**config.mk**
```make
export PLATFORM = sky130hd
export DESIGN_NAME = srio_resp_arb
export DESIGN_NICKNAME = d
export VERILOG_FILES = /design/src/rtl/srio_resp_arb.sv
export SDC_FILE = /design/constraint.sdc
export NUM_CORES = 1
export LEC_CHECK = 0
export ABC_CLOCK_PERIOD_IN_PS = 4300
export CELL_PAD_IN_SITES_DETAIL_PLACEMENT = 1
export CELL_PAD_IN_SITES_GLOBAL_PLACEMENT = 1
export CORE_AREA = 4 4 168 170
export CTS_CLUSTER_DIAMETER = 60
export DETAILED_ROUTE_END_ITERATION = 12
export DIE_AREA = 0 0 172 174
export GPL_TIMING_DRIVEN = 0
export PLACE_DENSITY = 0.79
export SETUP_SLACK_MARGIN = 0.15
export SLEW_MARGIN = 20
export SYNTH_ARGS = -nofsm -noshare
export SYNTH_HDL_FRONTEND = slang
export SYNTH_SLANG_ARGS = --single-unit
```
**constraint.sdc**
```tcl
create_clock -name log_clk -period 4.3 [get_ports log_clk]
set_clock_uncertainty 0.05 [all_clocks]
set_input_delay 1.075 -clock log_clk [delete_from_list [all_inputs] [get_ports log_clk]]
set_output_delay 1.075 -clock log_clk [all_outputs]
set_load 0.01 [all_outputs]
```
**src/rtl/srio_resp_arb.sv**
```systemverilog
// srio_resp_arb
//   Merges the response streams of three SRIO logical-layer responders
//   (0 doorbell, 1 NREAD, 2 message) onto the single tresp channel of
//   the SRIO core. A whole packet is forwarded from one source before
//   the next source is considered. Sources take turns in round-robin
//   order. A watchdog raises a sticky flag when a granted packet stops
//   moving for too long.
//
// Ports
//   log_clk, log_rst     clock; asynchronous active-high reset
//   s_tvalid/tready/tlast   per-source handshake, bit i is source i
//   s_tdata/tkeep/tuser     per-source payload slices (64/8/32 bits each)
//   m_tresp_*               merged response stream to the SRIO core
//   gnt_o                   granted source index, 2'd3 while idle
//   err_timeout, clr_err    sticky stall-watchdog flag and its clear
module srio_resp_arb #(
    parameter int WDOG_CYCLES = 1024
) (
    input  logic         log_clk,
    input  logic         log_rst,
    input  logic [2:0]   s_tvalid,
    output logic [2:0]   s_tready,
    input  logic [2:0]   s_tlast,
    input  logic [191:0] s_tdata,
    input  logic [23:0]  s_tkeep,
    input  logic [95:0]  s_tuser,
    output logic         m_tresp_tvalid,
    input  logic         m_tresp_tready,
    output logic         m_tresp_tlast,
    output logic [63:0]  m_tresp_tdata,
    output logic [7:0]   m_tresp_tkeep,
    output logic [31:0]  m_tresp_tuser,
    output logic [1:0]   gnt_o,
    output logic         err_timeout,
    input  logic         clr_err
);

    localparam int CNT_W = (WDOG_CYCLES > 0) ? $clog2(WDOG_CYCLES + 1) : 1;
    localparam logic [CNT_W-1:0] CNT_MAX = '1;
    // Counter value one short of the limit: the stalled edge leaving this
    // value is the one on which the counter reaches the limit.
    localparam logic [CNT_W-1:0] CNT_PRE =
        (WDOG_CYCLES > 0) ? CNT_W'(WDOG_CYCLES - 1) : '0;

    typedef enum logic {
        IDLE,
        BUSY
    } state_t;

    state_t           state;
    logic [1:0]       gnt;
    logic [1:0]       last_gnt;
    logic [1:0]       pick;
    logic [1:0]       cand0;
    logic [1:0]       cand1;
    logic [1:0]       cand2;
    logic [CNT_W-1:0] stall_cnt;
    logic             xfer;
    logic             wdog_hit;

    function automatic logic [1:0] rr_next(input logic [1:0] idx);
        return (idx == 2'd2) ? 2'd0 : idx + 2'd1;
    endfunction

    // Round-robin candidates in priority order, starting just after the
    // previous winner. The last candidate is the fallback; pick is only
    // used when at least one source is valid.
    always_comb begin
        cand0 = rr_next(last_gnt);
        cand1 = rr_next(cand0);
        cand2 = rr_next(cand1);
        if (s_tvalid[cand0]) begin
            pick = cand0;
        end else if (s_tvalid[cand1]) begin
            pick = cand1;
        end else begin
            pick = cand2;
        end
    end

    // Output steering: the granted slice passes straight through while
    // busy; everything is held at zero while idle.
    always_comb begin
        m_tresp_tvalid = 1'b0;
        m_tresp_tlast  = 1'b0;
        m_tresp_tdata  = '0;
        m_tresp_tkeep  = '0;
        m_tresp_tuser  = '0;
        s_tready       = '0;
        if (state == BUSY) begin
            case (gnt)
                2'd0: begin
                    m_tresp_tvalid = s_tvalid[0];
                    m_tresp_tlast  = s_tlast[0];
                    m_tresp_tdata  = s_tdata[63:0];
                    m_tresp_tkeep  = s_tkeep[7:0];
                    m_tresp_tuser  = s_tuser[31:0];
                    s_tready[0]    = m_tresp_tready;
                end
                2'd1: begin
                    m_tresp_tvalid = s_tvalid[1];
                    m_tresp_tlast  = s_tlast[1];
                    m_tresp_tdata  = s_tdata[127:64];
                    m_tresp_tkeep  = s_tkeep[15:8];
                    m_tresp_tuser  = s_tuser[63:32];
                    s_tready[1]    = m_tresp_tready;
                end
                2'd2: begin
                    m_tresp_tvalid = s_tvalid[2];
                    m_tresp_tlast  = s_tlast[2];
                    m_tresp_tdata  = s_tdata[191:128];
                    m_tresp_tkeep  = s_tkeep[23:16];
                    m_tresp_tuser  = s_tuser[95:64];
                    s_tready[2]    = m_tresp_tready;
                end
                default: begin
                end
            endcase
        end
    end

    assign xfer  = m_tresp_tvalid & m_tresp_tready;
    assign gnt_o = gnt;

    // Fires once, on the stalled edge where the counter reaches the limit.
    // The counter keeps saturating afterwards, so a clear issued while the
    // stall persists is not immediately overridden.
    assign wdog_hit = (WDOG_CYCLES != 0) && (state == BUSY) && !xfer
                      && (stall_cnt == CNT_PRE);

    // Arbitration FSM: grant registered in IDLE, held in BUSY until the
    // beat carrying tlast transfers. A source dropping tvalid only stalls.
    always_ff @(posedge log_clk or posedge log_rst) begin
        if (log_rst) begin
            state     <= IDLE;
            gnt       <= 2'd3;
            last_gnt  <= 2'd2;
            stall_cnt <= '0;
        end else begin
            case (state)
                IDLE: begin
                    stall_cnt <= '0;
                    if (|s_tvalid) begin
                        gnt      <= pick;
                        last_gnt <= pick;
                        state    <= BUSY;
                    end
                end
                BUSY: begin
                    if (xfer) begin
                        stall_cnt <= '0;
                        if (m_tresp_tlast) begin
                            state <= IDLE;
                            gnt   <= 2'd3;
                        end
                    end else if (stall_cnt != CNT_MAX) begin
                        stall_cnt <= stall_cnt + CNT_W'(1);
                    end
                end
            endcase
        end
    end

    // Sticky watchdog flag; a new timeout wins over a coincident clear.
    always_ff @(posedge log_clk or posedge log_rst) begin
        if (log_rst) begin
            err_timeout <= 1'b0;
        end else if (wdog_hit) begin
            err_timeout <= 1'b1;
        end else if (clr_err) begin
            err_timeout <= 1'b0;
        end
    end

endmodule

```
# == Word level (Yosys, flattened, before mapping) ==
# Cells that the tools add are included.
# word_totals
ff_bits,17
latch_bits,0
ramBits,0
rom_bits,0
output_inout_bits,112
word_cells,68
n_memories,0
# classes
add_sub_neg,4
n_mul,0
n_div,0
magnitude_cmp,2
n_eq_ne,11
n_shift,0
muxes,36
n_bitwise,2
reduce_logical,8
# ops
operator,count
case mux 64 bit (3 select lines),1
case mux 32 bit (3 select lines),1
2-to-1 mux 64 bit,1
2-to-1 mux 32 bit,1
case mux 8 bit (3 select lines),1
2-to-1 mux 11 bit,2
case mux 11 bit (2 select lines),1
2-to-1 mux 2 bit,8
2-to-1 mux 1 bit,12
adder 11 x 1 -> 11 bit (second input constant),1
== test 11 x 10 -> 1 bit (second input constant),1
inequality test 11 bit (second input constant),1
== test 2 bit (second input constant),4
2-to-1 mux 8 bit,1
adder 2 x 1 -> 2 bit (second input constant),3
< comparator 2 x 3 -> 1 bit (second input constant),2
case mux 1 bit (3 select lines),2
binary-select mux 1 bit (select 2 bit),2
inequality test 2 bit (second input constant),2
case mux 2 bit (2 select lines),1
2-to-1 mux 3 bit,1
inequality test 3 x 1 -> 1 bit (second input constant),1
AND reduction 3 bit,1
OR reduction 3 bit,1
10 further kinds,11

# == Longest topological paths before layout ==
# Gate-level depths: netlist (run 1).
# depth
depth_word,10
mapped_depth,7

# == Least setup slack after synthesis (run 1) ==
# Ideal clock, no wire load.
# synth_path
path_kind,input-to-output
start,in s_tlast[1]
end,out m_tresp_tlast
t_arrival_ns,1.624
slack_ns,1.551
stages,3
n_path_buf,0
cell_sequence,mux2i_1 or2_2 a21oi_1
# synth_between
elab_chain_len,2
# synth_lines
element,line,text
start: declaration,23,"input logic [2:0] s_tlast,"
case mux 1 bit (3 select lines),91,case (gnt)
2-to-1 mux 1 bit,90,if (state == BUSY) begin
end: declaration,29,"output logic m_tresp_tlast,"
# No other way between the ends.

# == Worst setup path after layout (run 1) ==
# layout_path
start,reg gnt[1] (netlist: gnt_o[1])
end,out m_tresp_tdata[1]
# layout_between
elab_chain_len,3
word_cells_on_any_way,5
classes_between,eq/ne (2); mux (2); reduce/logical (1)
# layout_lines
element,line,text
start: declaration,51,logic [1:0] gnt;
start signal: assignment,144,gnt <= pick;
== test 2 bit (tied with other cells),91,
case mux 64 bit (3 select lines) (*),91,
2-to-1 mux 64 bit (*),90,
end: declaration,30,"output logic [63:0] m_tresp_tdata,"
# Every way passes the cells marked *; elsewhere a longest branch is shown, timed or not.

==> flow_summary.yaml, run 1 <==
status:
  outcome: "finished, final reports clean"
clock_network:
  clkTransAtPathRegs_ns: 0.05
  cts-root-buf: "clkbuf_16"
  clock_sinks: 17
  clock_latency_ns: 0.25
  post_cts_resized: 0
  hold_buffers: 0
  post_cts_buffers: 0
  htreeDepth: 1
  cts_tree: "done"
  numCtsBuffers: 3
  clockBufferDepth: 2
hold_path:
  min_from: "last_gnt[0]"
  hp-class: "flip-flop to flip-flop"
  min_path_cells: 1
  holdPathEnd: "last_gnt[0]"
setup_path:
  cp_num_buf_inv: 3
  crit_family: "buffers and inverters"
  slowest_delay_ns: 0.64
  ff2ff_path_depth: 6
  criticalPathCategory: "flip-flop to output port"
  regToRegSetupSlack_ns: 2.48
  crit_path_top_delay_cell: "clkbuf_1"
  worstReg2RegStart: "gnt_o[0]"
  path_cells: "nor2b_1 > buf_2 > clkbuf_1 > a21oi_1 > nor2_1 > clkdlybuf4s50_1"
  crit_arrival_ns: 2.81
  r2r_end: "state"
  startpoint_type: "flip-flop"
  endpoint_kind: "output port"
  critPathMaxFanout: 10
  required_ns: 3.17
global_routing:
  grt.overflow.total: 0
  antenna_found_initial: 0
  grt_start_max_net_pins: 18
  grt_pass1_vias: 6145
  grt_pass1_wl_um: 36100
  grt_usage_pct: 15.4
detailed_routing:
  ant_nets: 0
  dr.pass1.iters: 4
  wirelength_um: 25200
  vias: 5782
  vias_per_cell: 4.30
  drt_iter0_drc: 145
  avgRoutedWirePerCell_um: 18.7
  post-route-drc-count: 0
yosys:
  synthCells: 568
  synth_cell_types: 44
  syn_area_mm2: 0.00355
  synthesis.nets: 891
  yosysTopAreaCellShare_pct: 30.1
  synth_edf_count: 0
  yosys.area.top_type: "mux2i_1"
  ys_seq_area_share_pct: 12.1
  yosys_warnings: 0
  syn_area_per_cell_um2: 6.26
  ys_async_sr_fraction_pct: 100
  synth-seq-cells: 17
  synth.area.top_cells: "mux2i_1, nor2_1, a21oi_1, dfrtp_1, buf_4"
  ys.flop_type: "dfrtp_1"
job:
  maxCapViolCount: 0
sta:
  worst_pin_slew_ns: 0.865
  finalCriticalPeriod_ns: 3.93
  slew_headroom_pct: 42.3
  hold_viol: 0
  min_period_over_period_pct: 91.4
  final_max_slew_viol_count: 0
  setup-tns-final_ns: 0
  max_freq_ghz: 0.254
  setup_violations: 0
  grt_setup_unrepaired: "no"
die:
  die_w_um: 172
  die_h_um: 174
  core_area_mm2: 0.0267
  rows: 60
  die-area_mm2: 0.0299
  ioPinCount: 434
  start_util_pct: 13.3
place:
  io_buffer_count: 433
  dpl.cell_count: 1342
  dp_hpwl_um: 21600
  place_area_mm2: 0.00832
  place_congestion: 0.871
final_layout:
  antennaDiodeCount: 0
  postLayoutCoreUtil_pct: 31.4
  drive_gt1_share_pct: 4.48
  area_growth_pct: 136
  fin_cells: 1346
  fin_area_mm2: 0.00840
  nets: 1329
  layout_common_cells: "clkdlybuf4s50_1, nor2_1, a21oi_1"
  final_common_cell: "clkdlybuf4s50_1"
power_and_ir_drop:
  cellPowerDensity_mw_per_mm2: 526
  p_leak_nw: 3.67
  vdd_ir_drop_max_mv: 0.223
-- cell usage after synthesis, drive strengths merged (4+ instances only) --
cell type  count
nor2         221
a21oi        111
mux2i        107
buf           31
clkbuf        18
dfrtp         14
nand2          8
nor3           7
inv            5
a31oi          4
-- sequential cells by signal (all words and copies together) (netlist names) --
| name | count |
|---|---|
| gnt_o | 2 |
| last_gnt | 2 |
| state | 1 |
| err_timeout | 1 |
| stall_cnt | 11 |
-- report_power, final --
part / internal, W / leakage (nW) / total, W / switching, W
combinational: 0.00197 / 3.42 / 0.00395 / 0.00199
sequential: 0.000219 / 0.210 / 0.000276 / 0.0000570
clock: 0.000126 / 0.0371 / 0.000191 / 0.0000656
total: 0.00231 / 3.67 / 0.00442 / 0.00211
-- area by class of cell --
type	count	area [um2]
clock buffer	3	75.1
fill	3311	18300
sequential	17	429
inverter	5	18.8
tap	341	427
buffer	49	248
clock inverter	1	7.51
multi-input combinational	497	2860
timing repair buffer	433	4330
-- per-stage QoR --
| stage | power, W | hold slack (ns) | worst slack (ns) |
|---|---|---|---|
| CTS | 0.00448 | 0.454 | 0.272 |
| detailed placement | 0.00427 | 0.438 | 0.422 |
| finish | 0.00442 | 0.450 | 0.368 |
| global route | 0.00477 | 0.467 | 0.191 |
| global placement | 0.00421 | 0.427 | 0.461 |
| floorplan | 0.00223 | 0.406 | 1.55 |
-- worst max-delay path by stage --
stage | slack, ns | cells after the start | to | start
2_1_floorplan | 1.55 | 3 | m_tresp_tlast | s_tlast[1]
3_3_place_gp | 0.46 | 5 | m_tresp_tvalid | s_tvalid[1]
3_5_place_dp | 0.42 | 5 | m_tresp_tvalid | s_tvalid[1]
4_1_cts | 0.27 | 6 | m_tresp_tdata[1] | gnt_o[1]
5_1_grt | 0.19 | 6 | m_tresp_tdata[1] | gnt_o[1]
6_report | 0.37 | 6 | m_tresp_tdata[1] | gnt_o[1]
-- kinds of logic after synthesis --
| family | share of synthesized area [%] |
|---|---|
| buffers and inverters | 7.50 |
| XOR/XNOR | 0.739 |
| multiplexers | 30.1 |
| flip-flops | 12.1 |
| AO/OA/AOI/OAI | 20.0 |
| adder cells (fa/ha/maj) | 0.352 |
| AND/OR/NAND/NOR | 29.2 |
-- routing by layer --
metal	GRT usage, %	part of all wire (%)	vias up	wire length (um)
met5	0	0	-	0
met4	2.85	2.1	0	527
met3	1.71	5.6	27	1400
met2	29.0	52	205	13100
met1	18.7	40	2730	10200
li1	-	-	2820	-
(Power assumes the default switching activity.)
==> run 2: changes to the inputs <==
--- a/config.mk
+++ b/config.mk
@@ -5,15 +5,16 @@
 export SDC_FILE = /design/constraint.sdc
 export NUM_CORES = 1
 export LEC_CHECK = 0
-export ABC_CLOCK_PERIOD_IN_PS = 4300
+export ABC_CLOCK_PERIOD_IN_PS = 3630
 export CELL_PAD_IN_SITES_DETAIL_PLACEMENT = 1
 export CELL_PAD_IN_SITES_GLOBAL_PLACEMENT = 1
-export CORE_AREA = 4 4 168 170
+export CORE_ASPECT_RATIO = 0.6
+export CORE_MARGIN = 4
+export CORE_UTILIZATION = 16
 export CTS_CLUSTER_DIAMETER = 60
 export DETAILED_ROUTE_END_ITERATION = 12
-export DIE_AREA = 0 0 172 174
 export GPL_TIMING_DRIVEN = 0
-export PLACE_DENSITY = 0.79
+export PLACE_DENSITY = 0.91
 export SETUP_SLACK_MARGIN = 0.15
 export SLEW_MARGIN = 20
 export SYNTH_ARGS = -nofsm -noshare
==> constraint.sdc (replaced) <==
create_clock -name log_clk -period 3.63 [get_ports log_clk]
set_clock_uncertainty 0.05 [all_clocks]
set_input_delay 0.9075 -clock log_clk [delete_from_list [all_inputs] [get_ports log_clk]]
set_output_delay 0.9075 -clock log_clk [all_outputs]
set_load 0.01 [all_outputs]
==> run 2 against run 1 <==
Sequential power rose by 18%; non-clock buffer count did not move; largest cell class unchanged; register-to-register slack got worse by 0.69 ns; routed wire length rose by 9.8%; setup slack got worse by 0.18 ns; cell count fell by 4.4%; via count rose by 4.7%.
==> flow_summary.yaml, run 2 (synthesis results as in run 1) <==
setup_path:
  startpoint_type: "input pin"
  endpoint_kind: "output port"
  critPathMaxFanout: 5
  criticalPathCategory: "input pin to output port"
  crit_arrival_ns: 2.48
  path_cells: "clkdlybuf4s50_1 > mux2i_1 > o22ai_2 > and2_1 > clkdlybuf4s50_1"
  slowest_delay_ns: 0.56
  required_ns: 2.67
  crit_path_top_delay_cell: "clkdlybuf4s50_1"
  crit_top_cell: "clkdlybuf4s50_1"
detailed_routing:
  dr.pass1.iters: 5
  drt_iter0_drc: 249
  wirelength_um: 27700
  vias_per_cell: 4.71
  ant_nets: 0
  vias: 6056
  post-route-drc-count: 0
  avgRoutedWirePerCell_um: 21.5
power_and_ir_drop:
  p_leak_nw: 3.82
  cellPowerDensity_mw_per_mm2: 640
  vdd_ir_drop_max_mv: 0.263
job:
  maxCapViolCount: 0
hold_path:
  hp-class: "flip-flop to flip-flop"
sta:
  worst_pin_slew_ns: 0.713
  final_max_slew_viol_count: 0
  slew_headroom_pct: 52.4
  max_freq_ghz: 0.291
  hold_viol: 0
  grt_setup_unrepaired: "yes"
  setup_violations: 0
  finalCriticalPeriod_ns: 3.44
  whs_ns: 0.442
  min_period_over_period_pct: 94.7
  setup-tns-final_ns: 0
final_layout:
  largest_register: "stall_cnt"
  largest_register_ffs: 11
  layout_common_cells: "clkdlybuf4s50_1, nor2_1, a21oi_1"
  drive_gt1_share_pct: 6.27
  fin_cells: 1287
  final_common_cell: "clkdlybuf4s50_1"
  n_fill_cell: 2641
  area_growth_pct: 138
  nets: 1329
clock_network:
  htreeDepth: 1
  hold_buffers: 0
  clockBufferDepth: 2
  clock_sinks: 17
  clkTransAtPathRegs_ns: 0.05
  cts_tree: "done"
  clock_latency_ns: 0.25
  cts-root-buf: "clkbuf_16"
  numCtsBuffers: 3
global_routing:
  grt.overflow.total: 0
  grt_pass1_wl_um: 38000
  antenna_found_initial: 2
  grt_start_max_net_pins: 18
  grt_pass1_vias: 6334
  grt_usage_pct: 19.8
die:
  die-area_mm2: 0.0247
  rows: 41
  die_h_um: 123
  start_util_pct: 16.6
  ioPinCount: 434
  core_area_mm2: 0.0214
  die_w_um: 200
place:
  dpl.cell_count: 1280
  io_buffer_count: 433
  place_congestion: 0.822
  dp_hpwl_um: 23600
status:
  outcome: "finished, final reports clean"
-- run 2: where the power goes --
| group | leakage (nW) | switching, W | internal, W |
|---|---|---|---|
| Combinational | 3.57 | 0.00243 | 0.00243 |
| Clock | 0.0409 | 0.0000764 | 0.000148 |
| Sequential | 0.210 | 0.0000682 | 0.000259 |
| Total | 3.82 | 0.00257 | 0.00284 |
-- run 2: path summary, 6_finish.rpt --
path	start	slack, ns	to	cells past startpoint
hold / removal	last_gnt[0]	0.44	last_gnt[0]	1
hold reg to reg	last_gnt[0]	0.44	last_gnt[0]	1
max in group asynchronous	log_rst	2.05	stall_cnt[0]	2
setup / recovery	s_tvalid[0]	0.19	m_tresp_tvalid	5
min in group asynchronous	log_rst	1.02	stall_cnt[4]	2
setup reg to reg	stall_cnt[0]	1.79	stall_cnt[1]	5
-- run 2: final cells by class --
| cell class | instances | area [um2] | area share (%) |
|---|---|---|---|
| clock buffer | 3 | 75.1 | 0.888 |
| buffer | 49 | 338 | 3.99 |
| clock inverter | 1 | 5.00 | 0.0592 |
| inverter | 5 | 18.8 | 0.222 |
| tap | 279 | 349 | 4.13 |
| multi-input combinational | 497 | 2890 | 34.1 |
| antenna | 3 | 7.51 | 0.0888 |
| timing repair buffer | 433 | 4350 | 51.4 |
| sequential | 17 | 429 | 5.07 |
-- run 2: stage by stage --
stage | util (%) | power (W) | instance area [um2] | setup slack [ns]
finish | 39.4 | 0.00541 | 8460 | 0.192
global route | 39.4 | 0.00577 | 8450 | 0.119
CTS | 39.0 | 0.00536 | 8350 | 0.0820
detailed placement | 38.4 | 0.00507 | 8240 | 0.0768
global placement | 38.4 | 0.00495 | 8240 | 0.121
floorplan | - | 0.00264 | 3550 | 1.17
-- run 2: layer usage --
layer  vias to the layer above  GRT usage, %  share of wire (%)  wire, um
met5                         -             0                  0         0
met4                         0          4.25                1.7       463
met3                        24          5.40                7.1      1970
met2                       264          35.6                 50     13900
met1                      2940          24.1                 41     11300
li1                       2828             -                  -         -
-- run 2: timing repair --
item,in CTS,in global routing
pin swaps,0,0
gates resized for setup,14,40
endpoints found under the setup margin,79,82
buffers inserted,0,0
-- run 2: critical path: cells and delay by family --
| kind | cells | cell delay, ns |
|---|---|---|
| AOI/OAI and AO/OA | 1 | 0.20 |
| muxes | 1 | 0.12 |
| buffers and inverters | 2 | 1.10 |
| and+or+nand+nor | 1 | 0.15 |
==> run 3: changes to the inputs <==
--- a/config.mk
+++ b/config.mk
@@ -5,7 +5,9 @@
 export SDC_FILE = /design/constraint.sdc
 export NUM_CORES = 1
 export LEC_CHECK = 0
+export ABC_AREA = 1
 export ABC_CLOCK_PERIOD_IN_PS = 3630
+export CAP_MARGIN = 25
 export CELL_PAD_IN_SITES_DETAIL_PLACEMENT = 1
 export CELL_PAD_IN_SITES_GLOBAL_PLACEMENT = 1
 export CORE_ASPECT_RATIO = 0.6
==> run 3 against run 2 <==
Largest cell class unchanged; largest power group unchanged; via count up 11%; flip-flop and latch count unchanged; critical path type is now flip-flop to output port; register-to-register slack better by 0.22 ns; routed wire length down 0.48%; critical path depth up 5; combinational power up 11%; first-iteration DRC count down 8.0%; clock power about the same; non-clock buffer count up 1.
==> flow_summary.yaml, run 3 <==
sta:
  final_max_slew_viol_count: 0
  grt_setup_unrepaired: "no"
  setup-tns-final_ns: 0
  slew_headroom_pct: 54.7
  worst_pin_slew_ns: 0.679
  max_freq_ghz: 0.298
  min_period_over_period_pct: 92.5
  hold_viol: 0
  setup_violations: 0
  finalCriticalPeriod_ns: 3.36
hold_path:
  hp-class: "flip-flop to flip-flop"
  holdPathEnd: "err_timeout"
  min_path_cells: 2
  min_from: "err_timeout"
global_routing:
  grt.overflow.total: 0
  antenna_found_initial: 5
  use_met1_pct: 22.0
  grt_use_met3_pct: 3.97
  busiest_layer: "met2"
  grt_pass1_wl_um: 39900
  grt_start_max_net_pins: 18
  grt_use_met2_pct: 36.1
  grt_usage_pct: 18.7
  grt_pass1_vias: 7029
power_and_ir_drop:
  p_leak_nw: 4.50
  vdd_ir_drop_max_mv: 0.359
  p_sw_w: 0.00296
  p_comb_share_pct: 91.4
  sw_frac_of_total_pct: 50.2
  power_frac_clock_pct: 3.8
  p_seq_share_pct: 4.8
  cellPowerDensity_mw_per_mm2: 669
  p_int_w: 0.00294
yosys:
  yosys_warnings: 0
  synth_most_common_cell: "nand2_1"
  synth.area.top_cells: "nand2_1, nand3_1, inv_1, dfrtp_1, buf_6"
  synthCells: 819
  synth-seq-cells: 17
  ys_seq_area_share_pct: 11.0
  ys_async_sr_fraction_pct: 100
  yosysTopAreaCellShare_pct: 43.6
  syn_area_per_cell_um2: 4.78
  ys.flop_type: "dfrtp_1"
  yosys.area.top_type: "nand2_1"
  syn_area_mm2: 0.00391
  synth_common_cells: "nand2_1, nand3_1, inv_1"
  synth_edf_count: 0
  synth_cell_types: 34
  synthesis.nets: 1142
place:
  place_congestion: 0.888
  io_buffer_count: 433
  dp_hpwl_um: 24000
  dpl.cell_count: 1574
setup_path:
  startpoint_type: "flip-flop"
  crit_arrival_ns: 2.40
  worstReg2RegStart: "gnt_o[0]"
  endpoint_kind: "output port"
  ff2ff_path_depth: 7
  criticalPathCategory: "flip-flop to output port"
  required_ns: 2.67
  r2r_end: "stall_cnt[5]"
  regToRegSetupSlack_ns: 2.01
  critPathMaxFanout: 10
final_layout:
  multi_input_area_mm2: 0.00270
  fin_cells: 1583
  register_area_um2: 429
  final_common_cell: "nand2_1"
  area_growth_pct: 125
  n_fill_cell: 3180
  layout_common_cells: "nand2_1, clkdlybuf4s50_1, nand3_1"
  drive_gt1_share_pct: 5.80
  nets: 1582
  largest_register: "stall_cnt"
  largest_register_ffs: 11
die:
  core_area_mm2: 0.0241
  start_util_pct: 16.2
  die_w_um: 210
  die-area_mm2: 0.0271
  die_h_um: 129
  ioPinCount: 434
  rows: 44
clock_network:
  clock_sinks: 17
  numCtsBuffers: 3
  htreeDepth: 1
  clock_latency_ns: 0.25
  cts_tree: "done"
  hold_buffers: 0
  cts-root-buf: "clkbuf_16"
  clkTransAtPathRegs_ns: 0.05
  clockBufferDepth: 2
detailed_routing:
  post-route-drc-count: 0
  dr.pass1.iters: 4
  vias_per_cell: 4.26
  wirelength_um: 27500
  avgRoutedWirePerCell_um: 17.4
  vias: 6740
  drt_iter0_drc: 229
  ant_nets: 0
status:
  outcome: "finished, final reports clean"
job:
  maxCapViolCount: 0
==> run 3: logic make-up after synthesis <==
| group | share of synthesized area (%) |
|---|---|
| AOI/OAI and AO/OA | 2.11 |
| adders and majority gates | 0.320 |
| buffers and inverters | 20.2 |
| DFF | 11.0 |
| and+or+nand+nor | 66.4 |
==> run 3: repair_timing <==
item                                    CTS  global route
endpoints found under the setup margin   16            51
gates resized for setup                   6            22
setup buffers                             2             0
==> run 3: critical path, stage by stage (launching register included) <==
cell             delay, ns
dfstp_2               0.54
buf_6                 0.15
nand2_1               0.14
inv_4                 0.10
buf_8                 0.17
buf_8                 0.16
nand2_1               0.06
nand3_1               0.10
nand2_1               0.06
inv_1                 0.07
clkdlybuf4s50_1       0.59
==> run 3: layout make-up <==
| cell class | instances | area share (%) |
|---|---|---|
| Clock inverter | 1 | 0.0568 |
| Sequential cell | 17 | 4.87 |
| Timing Repair Buffer | 435 | 49.5 |
| Clock buffer | 3 | 0.852 |
| Multi-Input combinational cell | 629 | 30.6 |
| Tap cell | 322 | 4.57 |
| Inverter | 125 | 5.38 |
| Buffer | 48 | 4.09 |
| Antenna cell | 3 | 0.0852 |
==> run 3: through the flow <==
step	instance area [um2]	setup slack, ns	utilization [%]	total power (W)	hold WS, ns
after global routing	8810	0.154	36.6	0.00646	0.485
final	8820	0.271	36.6	0.00590	0.468
after global placement	8650	0.242	35.9	0.00558	0.452
after floorplan	3910	1.32	-	0.00287	0.426
after detailed placement	8650	0.207	35.9	0.00572	0.464
after CTS	8750	0.164	36.3	0.00598	0.476
==> run 3: metal layers <==
layer	share of wire [%]	vias to the layer above
met1	41	3156
met3	6.4	14
met5	0.10	-
li1	-	3340
met4	0.51	6
met2	52	224
==> run 3: power by group through the flow <==
stage,combinational [W],clock [W],sequential [W]
finish,0.00539,0.000223,0.000285
global route,0.00593,0.000235,0.000293
CTS,0.00547,0.000226,0.000285
detailed placement,0.00544,0,0.000287
global placement,0.00529,0,0.000284
floorplan,0.00259,0,0.000285
==> run 3: how the worst max path moves through the flow <==
stage           startpoint  depth (start not counted)                 to  slack [ns]
2_1_floorplan     gnt_o[0]                          9  m_tresp_tdata[50]        1.32
3_3_place_gp   s_tvalid[1]                          6     m_tresp_tvalid        0.24
3_5_place_dp   s_tvalid[2]                          6     m_tresp_tvalid        0.21
4_1_cts           gnt_o[0]                         10  m_tresp_tdata[20]        0.16
5_1_grt           gnt_o[0]                         10  m_tresp_tdata[47]        0.15
6_report          gnt_o[0]                         10  m_tresp_tdata[61]        0.27
